[src/rtl/cpu_pkg.sv]
// Shared ALU-area types and limits for the serial arithmetic units.
package cpu_pkg;

    typedef enum logic [1:0] {
        IDLE  = 2'd0,
        SHIFT = 2'd1,
        DONE  = 2'd2
    } sub_state_t;

    localparam int SUB_MAX_WIDTH = 32;
    localparam int SUB_CNT_W     = $clog2(SUB_MAX_WIDTH) + 1;

endpackage

[src/rtl/serial_subtractor_if.sv]
// Operand/result handshake bundle for the serial subtractor.
// With SERIAL_SUB_OVERFLOW_EN defined, the bundle also carries the signed overflow flag.
interface serial_subtractor_if #(parameter int WIDTH = 8);
    logic             start_valid;
    logic             start_ready;
    logic [WIDTH-1:0] a;
    logic [WIDTH-1:0] b;
    logic             res_valid;
    logic             res_ready;
    logic [WIDTH-1:0] diff;
    logic             borrow_out;
`ifdef SERIAL_SUB_OVERFLOW_EN
    logic             overflow;

    modport master (output start_valid, a, b, res_ready,
                    input  start_ready, res_valid, diff, borrow_out, overflow);
    modport slave  (input  start_valid, a, b, res_ready,
                    output start_ready, res_valid, diff, borrow_out, overflow);
`else
    modport master (output start_valid, a, b, res_ready,
                    input  start_ready, res_valid, diff, borrow_out);
    modport slave  (input  start_valid, a, b, res_ready,
                    output start_ready, res_valid, diff, borrow_out);
`endif
endinterface

[src/rtl/serial_subtractor_half_subtractor.sv]
// One-bit half subtractor; two of these plus an OR make a full subtractor.
module half_subtractor (
    input  logic a,
    input  logic b,
    output logic diff,
    output logic borrow
);
    assign diff   = a ^ b;
    assign borrow = ~a & b;
endmodule

[src/rtl/serial_subtractor.sv]
// Bit-serial unsigned a - b, LSB first, one bit per clock; result valid WIDTH edges after accept.
// Optional SERIAL_SUB_OVERFLOW_EN adds a signed two's-complement overflow flag.
module serial_subtractor
    import cpu_pkg::*;
#(
    parameter int WIDTH = 8
) (
    input  logic                clk,
    input  logic                rst_n,
    serial_subtractor_if.slave  bus
);

    sub_state_t           state, state_nxt;
    logic [WIDTH-1:0]     a_sh;
    logic [WIDTH-1:0]     b_sh;
    logic [WIDTH-1:0]     diff_q;
    logic                 bor;
    logic [SUB_CNT_W-1:0] cnt;

    logic d_half, br_half, d_bit, br_full, bor_nxt;

    // Full-subtractor slice: first cell takes a - b, second subtracts the incoming borrow.
    half_subtractor u_hs0 (
        .a      (a_sh[0]),
        .b      (b_sh[0]),
        .diff   (d_half),
        .borrow (br_half)
    );

    half_subtractor u_hs1 (
        .a      (d_half),
        .b      (bor),
        .diff   (d_bit),
        .borrow (br_full)
    );

    assign bor_nxt = br_half | br_full;

    always_ff @(posedge clk) begin
        if (!rst_n) state <= IDLE;
        else        state <= state_nxt;
    end

    always_comb begin
        state_nxt = state;
        case (state)
            IDLE:    if (bus.start_valid) state_nxt = SHIFT;
            SHIFT:   if (cnt == SUB_CNT_W'(WIDTH - 1)) state_nxt = DONE;
            DONE:    if (bus.res_ready) state_nxt = IDLE;
            default: state_nxt = IDLE;
        endcase
    end

    always_ff @(posedge clk) begin
        if (!rst_n) begin
            a_sh   <= '0;
            b_sh   <= '0;
            diff_q <= '0;
            bor    <= 1'b0;
            cnt    <= '0;
        end else begin
            case (state)
                IDLE: begin
                    if (bus.start_valid) begin
                        a_sh <= bus.a;
                        b_sh <= bus.b;
                        bor  <= 1'b0;
                        cnt  <= '0;
                    end
                end
                SHIFT: begin
                    a_sh   <= a_sh >> 1;
                    b_sh   <= b_sh >> 1;
                    diff_q <= {d_bit, diff_q[WIDTH-1:1]};
                    bor    <= bor_nxt;
                    cnt    <= cnt + 1'b1;
                end
                default: ;
            endcase
        end
    end

    assign bus.start_ready = (state == IDLE);
    assign bus.res_valid   = (state == DONE);
    assign bus.diff        = diff_q;
    assign bus.borrow_out  = bor;

`ifdef SERIAL_SUB_OVERFLOW_EN
    logic a_msb, b_msb;

    always_ff @(posedge clk) begin
        if (!rst_n) begin
            a_msb <= 1'b0;
            b_msb <= 1'b0;
        end else if (state == IDLE && bus.start_valid) begin
            a_msb <= bus.a[WIDTH-1];
            b_msb <= bus.b[WIDTH-1];
        end
    end

    // Signed overflow: operands of differing sign and a result whose sign differs from a.
    assign bus.overflow = (state == DONE) && (a_msb != b_msb) && (diff_q[WIDTH-1] != a_msb);
`endif

endmodule

[src/flat_wrapper.sv]
// flat-port wrapper written by rule: the top's interface ports become plain ports
module serial_subtractor_flat import cpu_pkg::*;
#(
    parameter int WIDTH = 8
)
  (clk, rst_n, bus_start_valid, bus_a, bus_b, bus_res_ready, bus_start_ready, bus_res_valid, bus_diff, bus_borrow_out);
  serial_subtractor_if #(.WIDTH(WIDTH)) bus_i ();
  input  logic clk;
  input  logic rst_n;
  input wire logic [$bits(bus_i.start_valid)-1:0] bus_start_valid;
  input wire logic [$bits(bus_i.a)-1:0] bus_a;
  input wire logic [$bits(bus_i.b)-1:0] bus_b;
  input wire logic [$bits(bus_i.res_ready)-1:0] bus_res_ready;
  output wire logic [$bits(bus_i.start_ready)-1:0] bus_start_ready;
  output wire logic [$bits(bus_i.res_valid)-1:0] bus_res_valid;
  output wire logic [$bits(bus_i.diff)-1:0] bus_diff;
  output wire logic [$bits(bus_i.borrow_out)-1:0] bus_borrow_out;
  assign bus_i.start_valid = bus_start_valid;
  assign bus_i.a = bus_a;
  assign bus_i.b = bus_b;
  assign bus_i.res_ready = bus_res_ready;
  assign bus_start_ready = bus_i.start_ready;
  assign bus_res_valid = bus_i.res_valid;
  assign bus_diff = bus_i.diff;
  assign bus_borrow_out = bus_i.borrow_out;
  serial_subtractor #(.WIDTH(WIDTH)) u_core (.clk(clk), .rst_n(rst_n), .bus(bus_i));
endmodule
[config.mk]
export PLATFORM = sky130hd
export DESIGN_NAME = serial_subtractor_flat
export DESIGN_NICKNAME = d
export VERILOG_FILES = /design/src/rtl/cpu_pkg.sv /design/src/rtl/serial_subtractor_if.sv /design/src/rtl/serial_subtractor_half_subtractor.sv /design/src/rtl/serial_subtractor.sv /design/src/flat_wrapper.sv
export SDC_FILE = /design/constraint.sdc
export NUM_CORES = 1
export LEC_CHECK = 0
export CAP_MARGIN = 20
export CORE_UTILIZATION = 51
export CTS_CLUSTER_SIZE = 10
export DETAILED_ROUTE_END_ITERATION = 8
export GPL_TIMING_DRIVEN = 1
export PLACE_DENSITY = 0.84
export SYNTH_ARGS = -nofsm -noshare
export SYNTH_HDL_FRONTEND = slang
export SYNTH_SLANG_ARGS = --single-unit
[constraint.sdc]
create_clock -name clk -period 1.5 [get_ports clk]
set_clock_uncertainty 0.15 [all_clocks]
set_input_delay 0.375 -clock clk [delete_from_list [all_inputs] [get_ports clk]]
set_output_delay 0.375 -clock clk [all_outputs]
set_load 0.02 [all_outputs]
==> impl_metrics.tcl <==
set metrics [dict create \
    outcome "finished, violations left" \
    violations "design-rule violations" \
    worst_slack_ps 0.528 \
    antenna_found_initial 0 \
    die_x_um 58.0 \
    fmax_mhz 667 \
    cts_tree "built" \
    relSlewSlack 0.784 \
    path_cells "nor2_2, buf_6" \
    synth_area_um2 1600 \
    first_iter_violations 76 \
    drc 3 \
    clock-sinks 33 \
    seq_area_frac_synth 0.413 \
    required_ps 970 \
    htree_levels 2 \
    synth.distinct_cells 33 \
    slowest_delay_ps 360 \
    ys_seq_elements 33 \
    stdcell_count 256 \
    slowest_stage "dfxtp_4" \
    fin_crit_sh 1.00 \
    clock_path_buffers 2 \
    vias 1378 \
    fp.dieH_um 58.0 \
    rsz0062_at_grt "true" \
    num_io_pins 31 \
    cts_buffers 5 \
    routed_via_density 5.38 \
    setup_viol 0 \
    maxSlewViolCount 0 \
    ir_worst_vdd_mv 0.656 \
    start_util 0.557 \
    dp.cells 248 \
    tns_ps 0 \
    whs_ps 320 \
    start_kind "register" \
    grt-ovfl-total 0 \
    period_minus_slack_ps 1500 \
    tightestPinTransition_ps 322 \
    yosys_warnings 0 \
    p_leak_nw 0.848 \
    power-per-cell-area_nw_per_um2 854 \
    numPortBuffers 30 \
    rows 19 \
    cp.depth 2 \
    wire_per_inst_um 13.4 \
    path_class "reg -> out" \
    hold_viol 0 \
    synthArstFlopShare 0 \
    cp-end-kind "output pin" \
    synth_edf_count 0 \
    grt_use_total 0.227 \
    critPathBufInv 1 \
    post_cts_buffers 0 \
    crit_family "flip-flops" \
    grt_pass1_vias 1369 \
    clkTransAtPathRegs_ps 90 \
    drt-total-wl_mm 3.43 \
    clk_latency_ps 330 \
    root_buffer "clkbuf_4" \
    arrival_ps 970 \
    reg2reg_depth 4 \
    design.die.area_um2 3370 \
    antenna_cells 0 \
    syn_nets 195 \
    drive_gt1_frac 0.229 \
    rr_startpoint "u_core.state[0]" \
    core_um2 2880 \
    maxCapViolations 0 \
    place_hpwl_mm 2.40 \
    area_growth_pct 27.5 \
    syn_area_per_cell_um2 9.26 \
    postRouteAntennaNets 0 \
    grt_pass1_wl_mm 5.86 \
    critPathMaxFanout 3 \
    gp_congestion 0.811 \
    fillers 218 \
    grt_max_degree 36 \
    syn_inst 173 \
    min_from "u_core.bus.diff[1]" \
    nets 235 \
    hold_path_class "reg -> reg" \
    detail_route.first_pass.iterations 6 \
    postLayoutCellArea_um2 2040 \
    min_delay_path_depth 2 \
    critPathLaunch "u_core.state[1]" \
    place_area_um2 1990 \
    synthFlopType "dfxtp_1" \
    dp_slack_ps -290 \
]
[metrics by stage]
| step | util | power, mW |
|---|---|---|
| floorplan | - | 1.17 |
| global placement | 0.693 | 1.28 |
| detailed placement | 0.693 | 1.29 |
| CTS | 0.722 | 1.76 |
| global route | 0.710 | 1.83 |
| finish | 0.710 | 1.74 |
[flip-flops by register name, indices dropped and copies added, names as in the netlist]
| name | count |
|---|---|
| u_core.cnt | 6 |
| u_core.b_sh | 8 |
| u_core.state | 2 |
| u_core.bus.borrow_out | 1 |
| u_core.bus.diff | 8 |
| u_core.a_sh | 8 |
[cells in the final DEF (no fill, tap or decap), drive strengths merged, types with 2 or more instances in the layout]
master	count
a21boi	9
o221a	14
clkbuf	8
a21oi	14
nor2b	19
o211a	2
nand2b	4
nor2	15
dfxtp	33
nand4	3
inv	2
clkdlybuf4s50	19
buf	29
nand2	21
nand3	2
mux2i	2
a22oi	4
[logic make-up after synthesis]
family,share of synthesized area
and+or+nand+nor,0.216
muxes,0.0125
DFF,0.412
adders and majority gates,0.0203
AOI/OAI and AO/OA,0.254
buffers and inverters,0.0852
[routing by layer]
metal | GRT usage | vias to the layer above | part of all wire
met2 | 0.368 | 30 | 0.47
li1 | - | 693 | -
met1 | 0.278 | 644 | 0.46
met3 | 0.0714 | 11 | 0.046
met4 | 0.0952 | 0 | 0.024
met5 | 0 | - | 0
[what timing repair did]
item / CTS / global route
endpoints found under the setup margin: 35 / 14
resized for setup: 51 / 10
hold buffers: 0 / 0
[area by class of cell]
cell class                 count  area (um2)  area share
inverter                       2        7.51     0.00368
tap                           42        52.6      0.0257
clock buffer                   8        48.8      0.0239
timing repair buffer          49         443       0.217
sequential                    33         668       0.327
multi-input combinational    122         822       0.403
[synth_stat cells (all sizes together) (2+ instances only)]
cell type / instances / area [um2]
o211a: 2 / 20.0
buf: 13 / 118
mux2i: 2 / 20.0
inv: 2 / 7.51
a21boi: 9 / 67.6
nand4: 3 / 18.8
o221a: 14 / 158
nand2: 21 / 78.8
a21oi: 14 / 70.1
nor2: 15 / 56.3
nor2b: 19 / 119
dfxtp: 33 / 661
clkbuf: 3 / 11.3
nand2b: 4 / 25.0
a22oi: 4 / 30.0
nand3: 2 / 10.0
[power breakdown]
group          switching (mW)  internal (mW)
clock network           0.279          0.187
registers              0.0321          0.922
logic                   0.141          0.183
total                   0.452           1.29
[path summary, 6_finish.rpt]
check	slack, ps	to
min	320	u_core.bus.diff[0]
max reg2reg	50	u_core.a_sh[2]
max	0.5	bus_start_ready
min reg2reg	320	u_core.bus.diff[0]
[worst min-delay path: stages, from the launching register on]
cell and delay [ps]:
dfxtp_1 330, nand2_1 50, a21boi_1 50
(Power assumes the default switching activity.)
